## config.mk

```make
export PLATFORM = sky130hd
export DESIGN_NAME = reg_mux_n
export DESIGN_NICKNAME = d
export VERILOG_FILES = /design/src/rtl/reg_mux_n.sv
export SDC_FILE = /design/constraint.sdc
export NUM_CORES = 1
export LEC_CHECK = 0
export ABC_CLOCK_PERIOD_IN_PS = 2900
export CORE_MARGIN = 3
export CORE_UTILIZATION = 34
export DETAILED_ROUTE_END_ITERATION = 8
export PLACE_DENSITY = 0.83
export SETUP_SLACK_MARGIN = 0.02
export SLEW_MARGIN = 5
export SYNTH_ARGS = -nofsm -noshare
export SYNTH_HDL_FRONTEND = slang
export SYNTH_SLANG_ARGS = --single-unit
```

## constraint.sdc

```tcl
create_clock -name clk -period 2.9 [get_ports clk]
set_input_delay 0.29 -clock clk [delete_from_list [all_inputs] [get_ports clk]]
set_output_delay 0.29 -clock clk [all_outputs]
set_load 0.02 [all_outputs]
```

## src/rtl/reg_mux_n.sv

```systemverilog
// Registered N-to-1 channel multiplexer with valid/ready handshakes, select or round-robin grant.
// Optional feature macro: REG_MUX_RR_EN enables round-robin mode and its pointer register.
module reg_mux_n #(
    parameter int  WIDTH  = 5,
    parameter int  NUM_IN = 4,
    localparam int SEL_W  = (NUM_IN > 1) ? $clog2(NUM_IN) : 1
) (
    input  logic                    clk,
    input  logic                    rst_n,
    input  logic [NUM_IN*WIDTH-1:0] in_data,
    input  logic [NUM_IN-1:0]       in_valid,
    output logic [NUM_IN-1:0]       in_ready,
    input  logic [SEL_W-1:0]        sel,
    input  logic                    mode,
    output logic [WIDTH-1:0]        out_data,
    output logic                    out_valid,
    input  logic                    out_ready,
    output logic [SEL_W-1:0]        out_src
);

    // Handshake: a word crosses a port only in a cycle where valid and ready are both high.
    // in_ready never looks at in_data, and in select mode it never looks at in_valid either.
    logic             load;
    logic             sel_ok;
    logic             grant_ok;
    logic [SEL_W-1:0] grant_idx;
    logic [WIDTH-1:0] grant_data;
    logic             xfer;

    // A select value past the last channel matches nothing and grants nobody.
    always_comb begin
        sel_ok = 1'b0;
        for (int i = 0; i < NUM_IN; i++) begin
            if (sel == SEL_W'(i)) sel_ok = 1'b1;
        end
    end

`ifdef REG_MUX_RR_EN
    logic [SEL_W-1:0] ptr;
    logic             rr_ok;
    logic [SEL_W-1:0] rr_idx;

    // Lowest valid channel above ptr wins; otherwise wrap to the lowest valid at or below ptr.
    always_comb begin
        logic             hi_ok;
        logic             lo_ok;
        logic [SEL_W-1:0] hi_idx;
        logic [SEL_W-1:0] lo_idx;
        hi_ok  = 1'b0;
        lo_ok  = 1'b0;
        hi_idx = '0;
        lo_idx = '0;
        for (int i = NUM_IN - 1; i >= 0; i--) begin
            if (in_valid[i]) begin
                if (SEL_W'(i) > ptr) begin
                    hi_ok  = 1'b1;
                    hi_idx = SEL_W'(i);
                end else begin
                    lo_ok  = 1'b1;
                    lo_idx = SEL_W'(i);
                end
            end
        end
        rr_ok  = hi_ok | lo_ok;
        rr_idx = hi_ok ? hi_idx : lo_idx;
    end

    assign grant_ok  = mode ? rr_ok  : sel_ok;
    assign grant_idx = mode ? rr_idx : sel;

    always_ff @(posedge clk or negedge rst_n) begin
        if (!rst_n) begin
            ptr <= SEL_W'(NUM_IN - 1);
        end else if (xfer && mode) begin
            ptr <= grant_idx;
        end
    end
`else
    logic unused_mode;
    assign unused_mode = mode;
    assign grant_ok    = sel_ok;
    assign grant_idx   = sel;
`endif

    assign load = !out_valid || out_ready;

    always_comb begin
        in_ready   = '0;
        grant_data = '0;
        for (int i = 0; i < NUM_IN; i++) begin
            if (grant_idx == SEL_W'(i)) begin
                in_ready[i] = rst_n && grant_ok && load;
                grant_data  = in_data[i*WIDTH +: WIDTH];
            end
        end
    end

    assign xfer = |(in_ready & in_valid);

    // A new word may replace a draining one in the same cycle, giving one word per clock.
    always_ff @(posedge clk or negedge rst_n) begin
        if (!rst_n) begin
            out_valid <= 1'b0;
            out_data  <= '0;
            out_src   <= '0;
        end else if (xfer) begin
            out_valid <= 1'b1;
            out_data  <= grant_data;
            out_src   <= grant_idx;
        end else if (out_ready) begin
            out_valid <= 1'b0;
        end
    end

endmodule

```

==> summary.txt, run 1 <==
Critical path
  – Worst setup SP type: input port
  – Critical path capture point type: primary output
  – Worst Path Arrival: 1950 ps
  – Crit path kind: input port to primary output
  – Max FO, Critical Path: 8
  – WP data required: around 2600 ps

Cells and area
  – Fin cells: 98
  – Share of layout cells above drive strength 1: 26.5%
  – # diodes: 0
  – Fin util: approximately 71%
  – Layout fillers: 108
  – Final-stage net count: 115
  – Design area: 970 um2
  – Area Growth Syn to Fin: 86.3%

Logic synthesis
  – Seq/Total Area, Yosys: between 30% and 40%
  – Average cell area after synthesis: 13.3 um2
  – #FFs+latches synth: 8
  – Mapped Area: 520 um2
  – Synth warn: 0
  – Area contributors post-synth: dfrtp_1 38%, mux4_2 22%, mux2_2 15%, o22ai_4 3.8%, mux2i_2 2.6%
  – Top-count cell post-synth: dfrtp_1
  – Post-synth top cells: 8 x dfrtp_1, 7 x mux2_2, 5 x mux4_2
  – Yosys cell types: 17
  – EDFF count, synth: 0
  – Synth top area share: 38.5%
  – Mapped Cells: 39
  – Yosys top cell by area: dfrtp_1
  – Most used DFF post-synth: dfrtp_1
  – Syn nets: 69
  – Post-synth ARST share: between 90% and 100%

STA
  – RSZ-0062 raised after global routing: false
  – Setup ws final: roughly 660 ps
  – Tcrit/Tclk final: between 70% and 80%
  – Finish-stage setup viols: 0
  – Worst rel slew slack: ~70%
  – Setup TNS Final: 0 ps
  – Slew @ Worst Pin: 419 ps
  – Final count of hold timing violations: 0
  – Slew Viols, Final: 0
  – Minimum clock period: 2240 ps
  – Clock Skew: 3.17 ps
  – Max Clock Freq: 0.447 GHz

Floorplanning
  – Die area: 2040 um2
  – Row cnt: 13
  – Die H: 45.1 um
  – Core Area: roughly 1400 um2
  – Die Wd: 45.1 um
  – # IOs: 42
  – Initial Utilization: 38.1%

Clock network
  – # resized after CTS: 0
  – CTS sink cnt: 8
  – CTS max path bufs: 2
  – Post-CTS Setup Inserts: 0
  – Htree depth: 1
  – CTS tree: yes
  – Clk slew on worst S/H paths: 60 ps
  – CTS Hold Bufs: 0
  – Worst skew pair latency: 260 ps
  – CTS buffer count: 3
  – Clock root buffer: clkbuf_4

Place
  – Routability Congestion: 0.721
  – Placed Instances: 95
  – Buffers on Ports: 40
  – DP HPWL: 1.24 mm
  – DP Area: 947 um2
  – DP Worst Slack: 629 ps

Global route
  – Initial antenna violation count: 0
  – Vias in the first global route: 557
  – First-pass GRT wire length: 2.28 mm
  – Pin count of the biggest net entering global routing: 9
  – All-Layer GR Usage: 16.0%
  – GRT overflow: 0

Pwr
  – Peak supply drop: approximately 0.00026 V
  – PD cells: between 400 and 500 nW/um2
  – Leak Pwr: about 0.38 nW

Detailed routing
  – Vias after detailed routing: 515
  – # DRC: 0
  – Post-DR vias/cell: 5.26
  – DR pass1 iterations: 4
  – DRT Wirelength: approximately 1.5 mm
  – Detail Route Antenna Nets: 0
  – Initial DRC count: 8
  – Per-cell routed wire length: around 15 um

Flow run
  – Maxcap violations: 0

Run status
  – Status: finished clean

Hold path
  – Min-delay worst type: input port to asynchronous set/reset pin
-- cell usage in the layout, fill, tap and decap left out --
| cell type | instances |
|---|---|
| buf_4 | 3 |
| clkbuf_4 | 3 |
| mux4_2 | 5 |
| mux2i_2 | 1 |
| o21ba_2 | 1 |
| mux2_2 | 7 |
| a21oi_1 | 1 |
| inv_1 | 1 |
| o22ai_4 | 1 |
| nand2_1 | 3 |
| nand3_2 | 1 |
| nand2b_1 | 1 |
| clkdlybuf4s50_1 | 40 |
| o211ai_1 | 1 |
| nor3_1 | 2 |
| nor2_1 | 3 |
| nand3_1 | 1 |
| dfrtp_1 | 8 |
-- worst paths after layout --
check	endpoint	slack, ps	startpoint	cells past startpoint
max in group asynchronous	out_src[0]	2200	rst_n	2
setup reg to reg	out_data[1]	1370	out_valid	4
setup / recovery	in_ready[2]	660	rst_n	4
hold / removal	out_valid	300	rst_n	1
hold reg to reg	out_data[0]	510	out_data[0]	1
min in group clk	out_data[0]	510	out_data[0]	1
-- registers in the layout, summed over array words and instances (netlist names) --
register and flops:
out_valid 1, out_src 2, out_data 5
-- cell families after synthesis --
family / after synthesis / share of synthesized area, %
flops: 8 / 38.5
buf+inv: 3 / 3.60
mux: 13 / 39.4
compound gates: 4 / 8.17
simple gates: 11 / 10.3
-- stage by stage --
stage	hold WS [ps]	power, mW
final	296	0.451
after global routing	313	0.476
after CTS	300	0.459
after detailed placement	499	0.368
after global placement	492	0.364
after floorplan	-5.59	0.255
-- worst max-delay path: stages --
cell	delay, ps
clkdlybuf4s50_1	660
nand3_1	230
nor2_1	140
clkdlybuf4s50_1	620
-- power by group --
group	switching [mW]	internal (mW)
clock network	0.0405	0.0475
logic	0.0843	0.126
registers	0.0133	0.140
total	0.138	0.313
-- layer usage --
| metal | track usage, % | share of wire (%) |
|---|---|---|
| met1 | 15.9 | 36 |
| met2 | 28.8 | 51 |
| met3 | 7.17 | 12 |
| met4 | 5.85 | 0.55 |
| met5 | 0 | 0 |
-- layout make-up --
class | instances | area [um2] | share of cell area [%]
clock buffer | 3 | 22.5 | 2.32
inverter | 1 | 3.75 | 0.387
multi-input combinational | 28 | 302 | 31.1
sequential | 8 | 200 | 20.6
tap | 15 | 18.8 | 1.94
timing repair buffer | 43 | 423 | 43.6
No activity file was read; power rests on OpenSTA's default activity.
==> run 2: changes to the inputs <==
--- a/config.mk
+++ b/config.mk
@@ -5,11 +5,11 @@
 export SDC_FILE = /design/constraint.sdc
 export NUM_CORES = 1
 export LEC_CHECK = 0
-export ABC_CLOCK_PERIOD_IN_PS = 2900
+export ABC_CLOCK_PERIOD_IN_PS = 2100
 export CORE_MARGIN = 3
-export CORE_UTILIZATION = 34
+export CORE_UTILIZATION = 31
 export DETAILED_ROUTE_END_ITERATION = 8
-export PLACE_DENSITY = 0.83
+export PLACE_DENSITY = 0.77
 export SETUP_SLACK_MARGIN = 0.02
 export SLEW_MARGIN = 5
 export SYNTH_ARGS = -nofsm -noshare
==> constraint.sdc (replaced) <==
create_clock -name clk -period 2.1 [get_ports clk]
set_input_delay 0.21 -clock clk [delete_from_list [all_inputs] [get_ports clk]]
set_output_delay 0.21 -clock clk [all_outputs]
set_load 0.02 [all_outputs]
==> summary.txt, run 2 (synthesis results as in run 1) <==
Critical path
  – Most common cell on crit path: clkdlybuf4s50_1
  – Cell Chain, Critical Path: clkdlybuf4s50_1 > nand3_1 > nor2_1 > clkdlybuf4s50_1
  – Worst setup SP type: input port
  – Worst path slowest cell: clkdlybuf4s50_1
  – Critical path capture point type: primary output
  – Max FO, Critical Path: 7
  – Crit path kind: input port to primary output
  – Slowest stage delay, CP: 630 ps
  – Worst Path Arrival: about 1800 ps
  – WP data required: 1890 ps

Global route
  – All-Layer GR Usage: 14.4%
  – Pin count of the biggest net entering global routing: 11
  – First-pass GRT wire length: between 2 and 2.5 mm
  – Initial antenna violation count: 0
  – Vias in the first global route: 519
  – GRT overflow: 0

Cells and area
  – Area Growth Syn to Fin: 89.4%
  – # diodes: 0
  – Final-stage net count: between 100 and 150
  – Share of layout cells above drive strength 1: 28.2%
  – Max reg flops: 5
  – Layout fillers: 145
  – Most frequent cells in the layout: 40 x clkdlybuf4s50_1, 8 x dfrtp_1, 7 x mux2_2, 5 x mux4_2, 5 x buf_4
  – Reg with most FFs: out_data
  – Largest registers: out_data x5, out_src x2, out_valid x1
  – Most common cell after layout, fill and taps aside: clkdlybuf4s50_1
  – Reg area: 200 um2
  – Footprint of the multi-input gates: slightly above 300 um2

Floorplanning
  – Row cnt: 14
  – Die H: 47.0 um
  – Core Area: 1540 um2
  – # IOs: 42
  – Die area: 2210 um2
  – Die Wd: 47.0 um
  – Initial Utilization: 33.8%

Hold path
  – Min-delay worst type: input port to asynchronous set/reset pin

STA
  – Clock Skew: ~10 ps
  – Worst rel slew slack: 78.7%
  – Tcrit/Tclk final: between 90% and 100%
  – Final count of hold timing violations: 0
  – Setup ws final: 92.5 ps
  – Finish-stage setup viols: 0
  – Setup TNS Final: 0 ps
  – Slew @ Worst Pin: 313 ps
  – Max Clock Freq: between 0.4 and 0.5 GHz
  – RSZ-0062 raised after global routing: false
  – Minimum clock period: between 2000 and 2500 ps
  – Slew Viols, Final: 0

Place
  – Buffers on Ports: 40
  – DP Worst Slack: 74.6 ps
  – DP HPWL: around 1.2 mm
  – Routability Congestion: 0.743

Clock network
  – Worst skew pair latency: 250 ps
  – Clk slew on worst S/H paths: ~60 ps
  – # resized after CTS: 0
  – CTS sink cnt: 8
  – CTS tree: yes
  – CTS max path bufs: 2
  – Htree depth: 1
  – Post-CTS Setup Inserts: 0
  – Clock root buffer: clkbuf_4
  – CTS Hold Bufs: 0
  – CTS buffer count: 3

Pwr
  – Leak Pwr: 0.388 nW
  – PD cells: 633 nW/um2
  – Peak supply drop: 0.000381 V

Detailed routing
  – # DRC: 0
  – Per-cell routed wire length: roughly 14 um
  – DRT Wirelength: 1.39 mm
  – Initial DRC count: 0
  – Detail Route Antenna Nets: 0
  – DR pass1 iterations: 1
  – Vias after detailed routing: 507
  – Post-DR vias/cell: 5.02

Run status
  – Status: finished clean

Flow run
  – Maxcap violations: 0
## run 2: changes by cell type in the layout (fill, tap and decap cells not counted), sizes merged
cell / before / now
buf: 3 / 5
## run 2: through the flow
step	instances	hold WS (ps)	cell area, um2	utilization, %	total power [mW]
floorplan	39	-85.6	520	-	0.351
global placement	98	490	963	62.5	0.507
detailed placement	98	498	963	62.5	0.512
CTS	101	310	986	64.0	0.630
global route	101	315	986	64.0	0.663
finish	101	308	986	64.0	0.624
## run 2: worst paths after layout
kind	startpoint	endpoint	slack (ps)	cells after the start
max reg2reg	out_valid	out_data[4]	490	5
min reg2reg	out_data[4]	out_data[4]	510	1
max in group asynchronous	rst_n	out_data[2]	1640	2
max	sel[1]	in_ready[2]	90	4
min	rst_n	out_src[1]	310	2
min in group clk	out_data[4]	out_data[4]	510	1
## run 2: power by group
part	leakage, nW	internal [mW]	switching (mW)
registers	0.0956	0.193	0.0187
logic	0.279	0.177	0.117
clock network	0.0138	0.0655	0.0535
## run 2: worst max-delay path: cells and delay by family
| kind | cells | cell delay (ps) |
|---|---|---|
| simple gates | 2 | 320 |
| buf+inv | 2 | 1260 |
## run 2: final cells by class
cell class	count	share of cell area, %
clock buffers	3	2.28
inverters	1	0.381
multi-input cells	28	30.6
flip-flops and latches	8	20.3
well taps	16	2.03
repair buffers	45	44.4
## run 2: metal layers
| metal | vias up | wire length [um] | track usage [%] | share of wire (%) |
|---|---|---|---|---|
| met2 | 21 | 744 | 25.2 | 53 |
| met5 | - | 0 | 0 | 0 |
| li1 | 242 | - | - | - |
| met3 | 2 | 121 | 3.83 | 8.7 |
| met1 | 242 | 516 | 16.9 | 37 |
| met4 | 0 | 10 | 4.97 | 0.72 |
==> run 3: changes to the inputs <==
--- a/config.mk
+++ b/config.mk
@@ -11,7 +11,7 @@
 export DETAILED_ROUTE_END_ITERATION = 8
 export PLACE_DENSITY = 0.77
 export SETUP_SLACK_MARGIN = 0.02
-export SLEW_MARGIN = 5
+export SLEW_MARGIN = 10
 export SYNTH_ARGS = -nofsm -noshare
 export SYNTH_HDL_FRONTEND = slang
 export SYNTH_SLANG_ARGS = --single-unit
==> results of run 3 <==
Final layout, timing and power as in run 2 (identical DEF).
